## config.mk

```make
export PLATFORM = sky130hd
export DESIGN_NAME = fpu_align_ctrl_flat
export DESIGN_NICKNAME = d
export VERILOG_FILES = /design/src/rtl/fpu_align_ctrl_pkg.sv /design/src/rtl/fpu_align_ctrl_if.sv /design/src/rtl/fpu_align_ctrl_exp_compare.sv /design/src/rtl/fpu_align_ctrl.sv /design/src/flat_wrapper.sv
export SDC_FILE = /design/constraint.sdc
export NUM_CORES = 1
export LEC_CHECK = 0
export BUFFER_PORTS_ARGS = -buffer_cell sky130_fd_sc_hd__buf_2
export CAP_MARGIN = 20
export CORE_MARGIN = 2
export CORE_UTILIZATION = 35
export CTS_CLUSTER_DIAMETER = 120
export CTS_CLUSTER_SIZE = 8
export DETAILED_ROUTE_END_ITERATION = 6
export SYNTH_ARGS = -nofsm -noshare
export SYNTH_HDL_FRONTEND = slang
export SYNTH_SLANG_ARGS = --single-unit
```

## constraint.sdc

```tcl
create_clock -name clk -period 2.66 [get_ports clk]
set_clock_uncertainty 0.1 [all_clocks]
set_input_delay 0.133 -clock clk [delete_from_list [all_inputs] [get_ports clk]]
set_output_delay 0.133 -clock clk [all_outputs]
set_load 0.01 [all_outputs]
```

## src/rtl/fpu_align_ctrl_pkg.sv

```systemverilog
// Shared FPU alignment definitions: shifter mode codes and controller state encoding.
package fpu_align_ctrl_pkg;

    localparam logic [1:0] AGREATER = 2'b10;
    localparam logic [1:0] BGREATER = 2'b00;
    localparam logic [1:0] EQUAL    = 2'b11;

    localparam logic [1:0] IDLE   = 2'd0;
    localparam logic [1:0] CFG    = 2'd1;
    localparam logic [1:0] SETTLE = 2'd2;
    localparam logic [1:0] HOLD   = 2'd3;

endpackage

```

## src/rtl/fpu_align_ctrl_if.sv

```systemverilog
// Operand/result bundle between the FPU front end and the alignment controller.
interface fpu_align_ctrl_if #(
    parameter int EXP_WIDTH      = 8,
    parameter int MANTISSA_WIDTH = 23
);
    logic                      in_valid;
    logic                      in_ready;
    logic                      sign_a;
    logic                      sign_b;
    logic [EXP_WIDTH-1:0]      exp_a;
    logic [EXP_WIDTH-1:0]      exp_b;
    logic [MANTISSA_WIDTH-1:0] man_a;
    logic [MANTISSA_WIDTH-1:0] man_b;
    logic                      op_sub;
    logic [MANTISSA_WIDTH-1:0] ma;
    logic [MANTISSA_WIDTH-1:0] mb;
    logic [1:0]                exp_magnitude;
    logic [4:0]                shift_spaces;
    logic                      out_valid;
    logic                      out_ready;
    logic [EXP_WIDTH-1:0]      exp_res;
    logic                      sign_res;
    logic                      eff_sub;

    modport master (
        output in_valid, sign_a, sign_b, exp_a, exp_b, man_a, man_b, op_sub, out_ready,
        input  in_ready, ma, mb, exp_magnitude, shift_spaces, out_valid, exp_res, sign_res, eff_sub
    );

    modport slave (
        input  in_valid, sign_a, sign_b, exp_a, exp_b, man_a, man_b, op_sub, out_ready,
        output in_ready, ma, mb, exp_magnitude, shift_spaces, out_valid, exp_res, sign_res, eff_sub
    );
endinterface

```

## src/rtl/fpu_align_ctrl_exp_compare.sv

```systemverilog
// Unsigned exponent compare: shifter mode, saturated shift distance and larger exponent.
module exp_compare
    import fpu_align_ctrl_pkg::*;
#(
    parameter int EXP_WIDTH = 8,
    parameter int AW        = 27
) (
    input  logic [EXP_WIDTH-1:0] exp_a,
    input  logic [EXP_WIDTH-1:0] exp_b,
    output logic [1:0]           exp_magnitude,
    output logic [4:0]           shift_spaces,
    output logic [EXP_WIDTH-1:0] exp_max
);
    logic [EXP_WIDTH-1:0] diff;

    always_comb begin
        exp_magnitude = EQUAL;
        diff          = '0;
        exp_max       = exp_a;
        if (exp_a > exp_b) begin
            exp_magnitude = AGREATER;
            diff          = exp_a - exp_b;
        end else if (exp_b > exp_a) begin
            exp_magnitude = BGREATER;
            diff          = exp_b - exp_a;
            exp_max       = exp_b;
        end
        // Anything at or beyond the aligned width shifts the operand out entirely.
        if (diff >= EXP_WIDTH'(AW))
            shift_spaces = 5'(AW);
        else
            shift_spaces = 5'(diff);
    end
endmodule

```

## src/rtl/fpu_align_ctrl.sv

```systemverilog
// Alignment controller: captures an operand pair and holds shifter config stable until the adder accepts.
module fpu_align_ctrl
    import fpu_align_ctrl_pkg::*;
#(
    parameter int EXP_WIDTH      = 8,
    parameter int MANTISSA_WIDTH = 23
) (
    input  logic             clk,
    input  logic             arst,
    fpu_align_ctrl_if.slave  bus
);
    localparam int AW = MANTISSA_WIDTH + 4;

    logic [1:0]                state;
    logic [1:0]                cmp_mag;
    logic [4:0]                cmp_shift;
    logic [EXP_WIDTH-1:0]      cmp_max;
    logic                      handshake;

    logic [MANTISSA_WIDTH-1:0] ma_q;
    logic [MANTISSA_WIDTH-1:0] mb_q;
    logic [1:0]                mag_q;
    logic [4:0]                shift_q;
    logic [EXP_WIDTH-1:0]      exp_res_q;
    logic                      sign_res_q;
    logic                      eff_sub_q;

    exp_compare #(
        .EXP_WIDTH (EXP_WIDTH),
        .AW        (AW)
    ) u_exp_compare (
        .exp_a         (bus.exp_a),
        .exp_b         (bus.exp_b),
        .exp_magnitude (cmp_mag),
        .shift_spaces  (cmp_shift),
        .exp_max       (cmp_max)
    );

    assign handshake = bus.in_valid && (state == IDLE);

    always_ff @(posedge clk or posedge arst) begin
        if (arst) begin
            state      <= IDLE;
            ma_q       <= '0;
            mb_q       <= '0;
            mag_q      <= '0;
            shift_q    <= '0;
            exp_res_q  <= '0;
            sign_res_q <= 1'b0;
            eff_sub_q  <= 1'b0;
        end else begin
            case (state)
                IDLE: begin
                    if (handshake) begin
                        ma_q       <= bus.man_a;
                        mb_q       <= bus.man_b;
                        mag_q      <= cmp_mag;
                        shift_q    <= cmp_shift;
                        exp_res_q  <= cmp_max;
                        eff_sub_q  <= bus.sign_a ^ bus.sign_b ^ bus.op_sub;
                        sign_res_q <= (cmp_mag == BGREATER) ? (bus.sign_b ^ bus.op_sub) : bus.sign_a;
                        state      <= CFG;
                    end
                end
                CFG:     state <= SETTLE;
                SETTLE:  state <= HOLD;
                HOLD:    if (bus.out_ready) state <= IDLE;
                default: state <= IDLE;
            endcase
        end
    end

    assign bus.in_ready      = (state == IDLE);
    assign bus.out_valid     = (state == HOLD);
    assign bus.ma            = ma_q;
    assign bus.mb            = mb_q;
    assign bus.exp_magnitude = mag_q;
    assign bus.shift_spaces  = shift_q;
    assign bus.exp_res       = exp_res_q;
    assign bus.sign_res      = sign_res_q;
    assign bus.eff_sub       = eff_sub_q;
endmodule

```

## src/flat_wrapper.sv

```systemverilog
// flat-port wrapper written by rule: the top's interface ports become plain ports
module fpu_align_ctrl_flat import fpu_align_ctrl_pkg::*;
#(
    parameter int EXP_WIDTH      = 8,
    parameter int MANTISSA_WIDTH = 23
)
  (clk, arst, bus_in_valid, bus_sign_a, bus_sign_b, bus_exp_a, bus_exp_b, bus_man_a, bus_man_b, bus_op_sub, bus_out_ready, bus_in_ready, bus_ma, bus_mb, bus_exp_magnitude, bus_shift_spaces, bus_out_valid, bus_exp_res, bus_sign_res, bus_eff_sub);
  fpu_align_ctrl_if #(.EXP_WIDTH(EXP_WIDTH), .MANTISSA_WIDTH(MANTISSA_WIDTH)) bus_i ();
  input  logic clk;
  input  logic arst;
  input wire logic [$bits(bus_i.in_valid)-1:0] bus_in_valid;
  input wire logic [$bits(bus_i.sign_a)-1:0] bus_sign_a;
  input wire logic [$bits(bus_i.sign_b)-1:0] bus_sign_b;
  input wire logic [$bits(bus_i.exp_a)-1:0] bus_exp_a;
  input wire logic [$bits(bus_i.exp_b)-1:0] bus_exp_b;
  input wire logic [$bits(bus_i.man_a)-1:0] bus_man_a;
  input wire logic [$bits(bus_i.man_b)-1:0] bus_man_b;
  input wire logic [$bits(bus_i.op_sub)-1:0] bus_op_sub;
  input wire logic [$bits(bus_i.out_ready)-1:0] bus_out_ready;
  output wire logic [$bits(bus_i.in_ready)-1:0] bus_in_ready;
  output wire logic [$bits(bus_i.ma)-1:0] bus_ma;
  output wire logic [$bits(bus_i.mb)-1:0] bus_mb;
  output wire logic [$bits(bus_i.exp_magnitude)-1:0] bus_exp_magnitude;
  output wire logic [$bits(bus_i.shift_spaces)-1:0] bus_shift_spaces;
  output wire logic [$bits(bus_i.out_valid)-1:0] bus_out_valid;
  output wire logic [$bits(bus_i.exp_res)-1:0] bus_exp_res;
  output wire logic [$bits(bus_i.sign_res)-1:0] bus_sign_res;
  output wire logic [$bits(bus_i.eff_sub)-1:0] bus_eff_sub;
  assign bus_i.in_valid = bus_in_valid;
  assign bus_i.sign_a = bus_sign_a;
  assign bus_i.sign_b = bus_sign_b;
  assign bus_i.exp_a = bus_exp_a;
  assign bus_i.exp_b = bus_exp_b;
  assign bus_i.man_a = bus_man_a;
  assign bus_i.man_b = bus_man_b;
  assign bus_i.op_sub = bus_op_sub;
  assign bus_i.out_ready = bus_out_ready;
  assign bus_in_ready = bus_i.in_ready;
  assign bus_ma = bus_i.ma;
  assign bus_mb = bus_i.mb;
  assign bus_exp_magnitude = bus_i.exp_magnitude;
  assign bus_shift_spaces = bus_i.shift_spaces;
  assign bus_out_valid = bus_i.out_valid;
  assign bus_exp_res = bus_i.exp_res;
  assign bus_sign_res = bus_i.sign_res;
  assign bus_eff_sub = bus_i.eff_sub;
  fpu_align_ctrl #(.EXP_WIDTH(EXP_WIDTH), .MANTISSA_WIDTH(MANTISSA_WIDTH)) u_core (.clk(clk), .arst(arst), .bus(bus_i));
endmodule
```

; Word-level counts from Yosys, hierarchy flattened
; Cells that the tools add are included.
[totals]
ff_bits = 65
latchBits = 0
mem_bits_rw = 0
rom_bits = 0
input_bits = 69
output_inout_bits = 65
elab_cells = 37
n_memories = 0
[classes]
addsub = 2
mul = 0
n_div = 0
n_lt_le_gt_ge = 3
eq_ne = 5
shift = 0
muxes = 11
n_bitwise = 3
n_reduce_logical = 5
[ops]
columns = cell, count
row1 = $mux 8, 4
row2 = $gt 8x8->1, 2
row3 = $sub 8x8->8, 2
row4 = $ge 8x5->1 const B, 1
row5 = $mux 2, 4
row6 = $pmux 2 s4, 1
row7 = $mux 5, 1
row8 = $eq 2x2->1 const B, 2
row9 = $logic_not 2->1, 2
row10 = $reduce_and 2->1, 2
row11 = $xor 1x1->1, 3
row12 = $eq 2x1->1 const B, 1
row13 = $ne 2x1->1 const B, 1
row14 = $ne 2x2->1 const B, 1
row15 = $logic_and 1x1->1, 1
row16 = $mux 1, 1

; Logic depth before layout (Yosys ltp)
[logic_depth]
word_depth = 5
ltp_mapped = 12
depth_no_buf = 11

; Modules after synthesis
; Synthesis repeated with hierarchy kept, for this count alone.
[unflattened]
cells_unflattened = 317
area_unflattened_um2 = 3783.6
[modules_own_cells]
columns = module, instances, cells_per_inst, area_each_um2, seq_area_each_um2
row1 = fpu_align_ctrl, 1, 155, 2711.4, 1626.6
row2 = exp_compare, 1, 162, 1072.3, 0.0

; Worst setup path before layout
; No wires, ideal clock.
[synth_path]
kind = input port to flip-flop
from = in bus_exp_a[0]
to = reg u_core.shift_q[1] (netlist: u_core.bus.shift_spaces[1])
setup_time_ns = 0.126
arrival_ns = 1.936
t_required_ns = 2.434
slack_ns = 0.498
path_stages = 11
n_path_buf = 1
path_cell_list = inv_1 > ha_1 > inv_1 > fa_1 > nand3_1 > a21oi_1 > or2_1 > buf_2 > a221oi_2 > nor3_1 > o32a_1
[synth_between]
elab_chain_len = 5
word_cells_on_any_way = 8
classes_between = add/sub: 2 / order compare: 3 / mux: 3
[synth_lines]
columns = item, line
row1 = from (decl), flat_wrapper.sv:14  ; input wire logic [$bits(bus_i.exp_a)-1:0] bus_exp_a;
row2 = $sub 8x8->8 or $gt 8x8->1 (tied branches), "fpu_align_ctrl_exp_compare.sv:25, fpu_align_ctrl_exp_compare.sv:23"
row3 = $mux 8, fpu_align_ctrl_exp_compare.sv:23  ; end else if (exp_b > exp_a) begin
row4 = $mux 8 *, fpu_align_ctrl_exp_compare.sv:20  ; if (exp_a > exp_b) begin
row5 = $ge 8x5->1, fpu_align_ctrl_exp_compare.sv:29  ; if (diff >= EXP_WIDTH'(AW))
row6 = $mux 5 *, fpu_align_ctrl_exp_compare.sv:29
row7 = to (signal assigned), fpu_align_ctrl.sv:58  ; shift_q <= cmp_shift;
row8 = to (decl), fpu_align_ctrl.sv:23  ; logic [4:0] shift_q;
; Every way passes the cells marked *; elsewhere a longest branch is shown, timed or not.
; A chain may end at the register's enable or synchronous reset.

; Worst setup path after layout
[layout_path]
from = in bus_exp_b[7]
to = reg u_core.shift_q[1] (netlist: u_core.bus.shift_spaces[1])
[layout_between]
elab_chain_len = 5
word_cells_on_any_way = 8
classes_between = add/sub: 2 / order compare: 3 / mux: 3
[layout_lines]
columns = item, line
row1 = from (decl), flat_wrapper.sv:15  ; input wire logic [$bits(bus_i.exp_b)-1:0] bus_exp_b;
row2 = $sub 8x8->8 or $gt 8x8->1 (tied branches), "fpu_align_ctrl_exp_compare.sv:25, fpu_align_ctrl_exp_compare.sv:23"
row3 = $mux 8, fpu_align_ctrl_exp_compare.sv:23
row4 = $mux 8 *, fpu_align_ctrl_exp_compare.sv:20
row5 = $ge 8x5->1, fpu_align_ctrl_exp_compare.sv:29
row6 = $mux 5 *, fpu_align_ctrl_exp_compare.sv:29
; Marks and branches as above.

==> results by group <==
Clock tree
  • Root Buffer Master: clkbuf_8
  • TritonCTS buffer count: 9
  • H-tree Lvls: 3
  • Worst-skew pair later-pin latency: about 0.35 ns
  • Clk buf depth: 2
  • Reg clk slew, reported paths: ~0.08 ns
  • Clk sinks: 65
  • Post-CTS Setup Bufs: 0
  • CTS tree: done

Synth
  • Compound-Gate Fraction of Synth Area: 0.123
  • Yosys cell types: a little under 50
  • Largest family of logic cells by synthesized area: simple AND/OR/NAND/NOR gates
  • XOR/XNOR Fraction of Synth Area: 0.0101
  • Async S/R FF share, synth: 1.00
  • Total nets after synthesis: around 500
  • Post-Synth Adder-Cell Area: 0.0800
  • Register area share after synthesis: 0.468
  • #FFs+latches synth: 65
  • Avg Inst Size Synth: between 8 and 9 um^2
  • Synthesized cell area: 3470 um^2
  • Synth warnings: 0
  • EDFF count, synth: 0
  • Synth Flop Type: dfrtp_1
  • Post-synthesis mux area share: 0.0259
  • Post-synthesis cell count: 406
  • Simple-gate portion of the synthesized area: 0.239

Pwr
  • Pwr Density: 877 nW/um^2
  • P_leak: ~0.0027 uW
  • Max IR drop VDD: approximately 0.34 mV
  • Total Power: around 4400 uW

Worst setup path
  • Setup slack, reg-to-reg: between 0.4 and 0.5 ns
  • Crit path DAT: about 2.6 ns
  • Critical R2R Launch: u_core.state[0]
  • Sum of buffers and inverters on the critical path: 3
  • Required @ worst endpoint: approximately 2.8 ns
  • Cell family with most CP delay: compound AO/OA/AOI/OAI gates
  • Critical Path Fanout Max: 8
  • Critical Path, Cell by Cell: dlygate4sd3_1 -> buf_2 -> inv_1 -> ha_4 -> a21oi_1 -> o21ai_0 -> o21ai_2 -> nor2_1 -> a221oi_2 -> nor3_1 -> o32a_1
  • Reg2reg path depth: 8
  • CP max stage delay: between 0.5 and 0.6 ns
  • Worst setup SP type: primary input
  • Setup crit end kind: register
  • Crit Path Class: primary input to register
  • Crit path from: bus_exp_b[7]
  • R2R Path End: u_core.bus.shift_spaces[1]
  • Slowest cell on crit path: dlygate4sd3_1

Routing
  • ANT nets after route: 0
  • Vias per inst: around 4.7
  • DR WL/cell: around 13 um
  • Final WL: about 9.6 mm
  • Total number of vias: approximately 3400
  • Drt drc: 0
  • DRT Pass-1 Iters: 5
  • First DRT Iteration DRCs: a little under 200

Global routing
  • Initial antenna violation count: 0
  • First-pass GRT wire length: approximately 16 mm
  • Pin count of the biggest net entering global routing: 47
  • Total GRT Usage: 0.186
  • Vias in the first global route: around 3400
  • Overflow after GRT: 0

Placement
  • Final Wtd Congestion: 0.877
  • Port buffer count: ~130
  • Placement Setup Slack: around 0.18 ns
  • Dpl hpwl: 6.58 mm

Floorplan
  • Initial Utilization: 0.359
  • Die span in x: ~100 um
  • Core area: approximately 9700 um^2
  • Die Y: 104 um
  • IO Count: around 130
  • Num rows: 36
  • Die area: ~11000 um^2

STA
  • Worst setup margin: a little over 0.2 ns
  • Setup TNS: 0 ns
  • Final period util: 0.923
  • Worst slew margin: 0.519
  • Final Max Slew Viols: 0
  • Worst Tran Pin Value: between 0.7 and 0.8 ns
  • Final hold violations: 0
  • Minimum clock period: between 2 and 2.5 ns
  • Highest clock rate: between 400 and 500 MHz
  • Setup violators final: 0
  • RSZ-0062 raised after global routing: false

Worst hold path
  • Min-Delay Endpoint: u_core.bus.exp_res[6]
  • Worst Hold Depth: 3
  • Worst hold path type: primary input to register
  • Hold wc startpoint: bus_exp_b[6]

Layout
  • Synth-to-Final Area Change: 44.4%
  • Layout cells sized above 1: 0.290
  • Ant diodes: 0
  • NumNets Final: between 600 and 700

Run
  • Max-cap violations: 0

Run status
  • Status: finished clean
==> timing repair <==
item | 4_1_cts | 5_1_grt
endpoints found under the hold margin | 80 | 0
endpoints found under the setup margin | 0 | 6
hold buffers | 50 | 0
resized for setup | 0 | 5
==> state kept, by name, summed over array words and instances, names as in the netlist <==
name,count
u_core.bus.ma,23
u_core.bus.mb,23
u_core.bus.exp_res,8
u_core.bus.shift_spaces,5
u_core.bus.exp_magnitude,2
u_core.state,2
u_core.bus.eff_sub,1
u_core.bus.sign_res,1
==> synthesized netlist by cell type (all sizes together) (2+ instances only) <==
library cell / instances / area, um^2
a211oi: 2 / 20.0
a21o: 2 / 15.0
a21oi: 16 / 83.8
a31oi: 3 / 18.8
and2: 4 / 25.0
buf: 8 / 52.5
clkbuf: 13 / 48.8
dfrtp: 65 / 1630
fa: 2 / 40.0
ha: 19 / 238
inv: 23 / 86.3
mux2i: 9 / 90.1
nand2: 160 / 601
nand3: 7 / 35.0
nand3b: 3 / 22.5
nand4: 2 / 18.8
nor2: 9 / 33.8
nor2b: 2 / 12.5
nor3: 5 / 25.0
o21ai: 22 / 118
o22ai: 3 / 25.0
o31a: 2 / 17.5
o32a: 5 / 50.1
or2: 4 / 27.5
xor2: 3 / 26.3
==> per-layer routing <==
| metal | wire length [um] | GRT usage | up-vias |
|---|---|---|---|
| met3 | 623 | 0.0497 | 17 |
| met4 | 211 | 0.0782 | 0 |
| met5 | 0 | 0 | - |
| met1 | 4260 | 0.228 | 1572 |
| met2 | 4490 | 0.309 | 126 |
| li1 | - | - | 1687 |
==> worst min-delay path, cell delays in order <==
cell and delay (ns):
buf_2 0.10, mux2i_1 0.07, o21ai_0 0.13
==> metrics by stage <==
stage	std cells	hold WS, ns	util	area (um^2)
6_report	723	0.0199	0.518	5010
5_1_grt	723	0.0224	0.518	5010
4_1_cts	723	0.00399	0.515	4980
3_5_place_dp	657	0.199	0.443	4290
3_3_place_gp	657	0.193	0.443	4290
2_1_floorplan	406	0.138	-	3470
==> power breakdown <==
part	total (uW)	leakage [uW]	internal, uW	switching, uW
logic	1880	0.00178	788	1090
registers	1680	0.000802	1450	228
clock network	832	0.0000912	430	403
total	4400	0.00267	2670	1720
==> worst max path at each step <==
stage	slack (ns)	to	cells after the start
after global routing	0.08	u_core.bus.shift_spaces[1]	11
final	0.21	u_core.bus.shift_spaces[1]	11
after floorplan	0.50	u_core.bus.shift_spaces[1]	11
after CTS	0.05	u_core.bus.shift_spaces[1]	10
after global placement	0.22	u_core.bus.shift_spaces[1]	10
after detailed placement	0.18	u_core.bus.shift_spaces[1]	12
==> cells by family (layout without fill, tap and decap cells) <==
family                     after synthesis  after routing
and+or+nand+nor                        200            200
DFF                                     65             65
AOI/OAI and AO/OA                       63             63
buffers and inverters                   44            228
adders and majority gates               21             21
muxes                                    9              9
xor gates and xnor gates                 4              4
==> cells in the final DEF, fill, tap and decap left out, types with 2 or more instances in the layout <==
cell type / count
fa_1: 2
or2_2: 2
o22ai_1: 2
nand2_1: 159
ha_1: 17
a21oi_1: 15
a21o_1: 2
dfrtp_1: 65
clkinv_2: 2
o21ai_0: 18
o32a_1: 5
o31a_1: 2
nand3b_1: 3
a31oi_1: 3
nor3_1: 5
inv_1: 22
o21ai_1: 2
or2_4: 2
clkinvlp_4: 3
ha_4: 2
xor2_1: 3
dlygate4sd3_1: 50
nor2_1: 9
buf_4: 3
clkbuf_8: 9
and2_1: 3
mux2i_1: 9
buf_12: 3
nor2b_1: 2
buf_2: 133
o21ai_2: 2
nand3_1: 7
==> final cells by class <==
cell class                      count  area [um^2]
Inverter                           23         86.3
Sequential cell                    65         1630
Fill cell                         894         4670
Tap cell                          133          166
Timing Repair Buffer              189         1250
Multi-Input combinational cell    297         1690
Clock inverter                      7         71.3
Clock buffer                        9          124
Power figures use the tool's default switching activity.
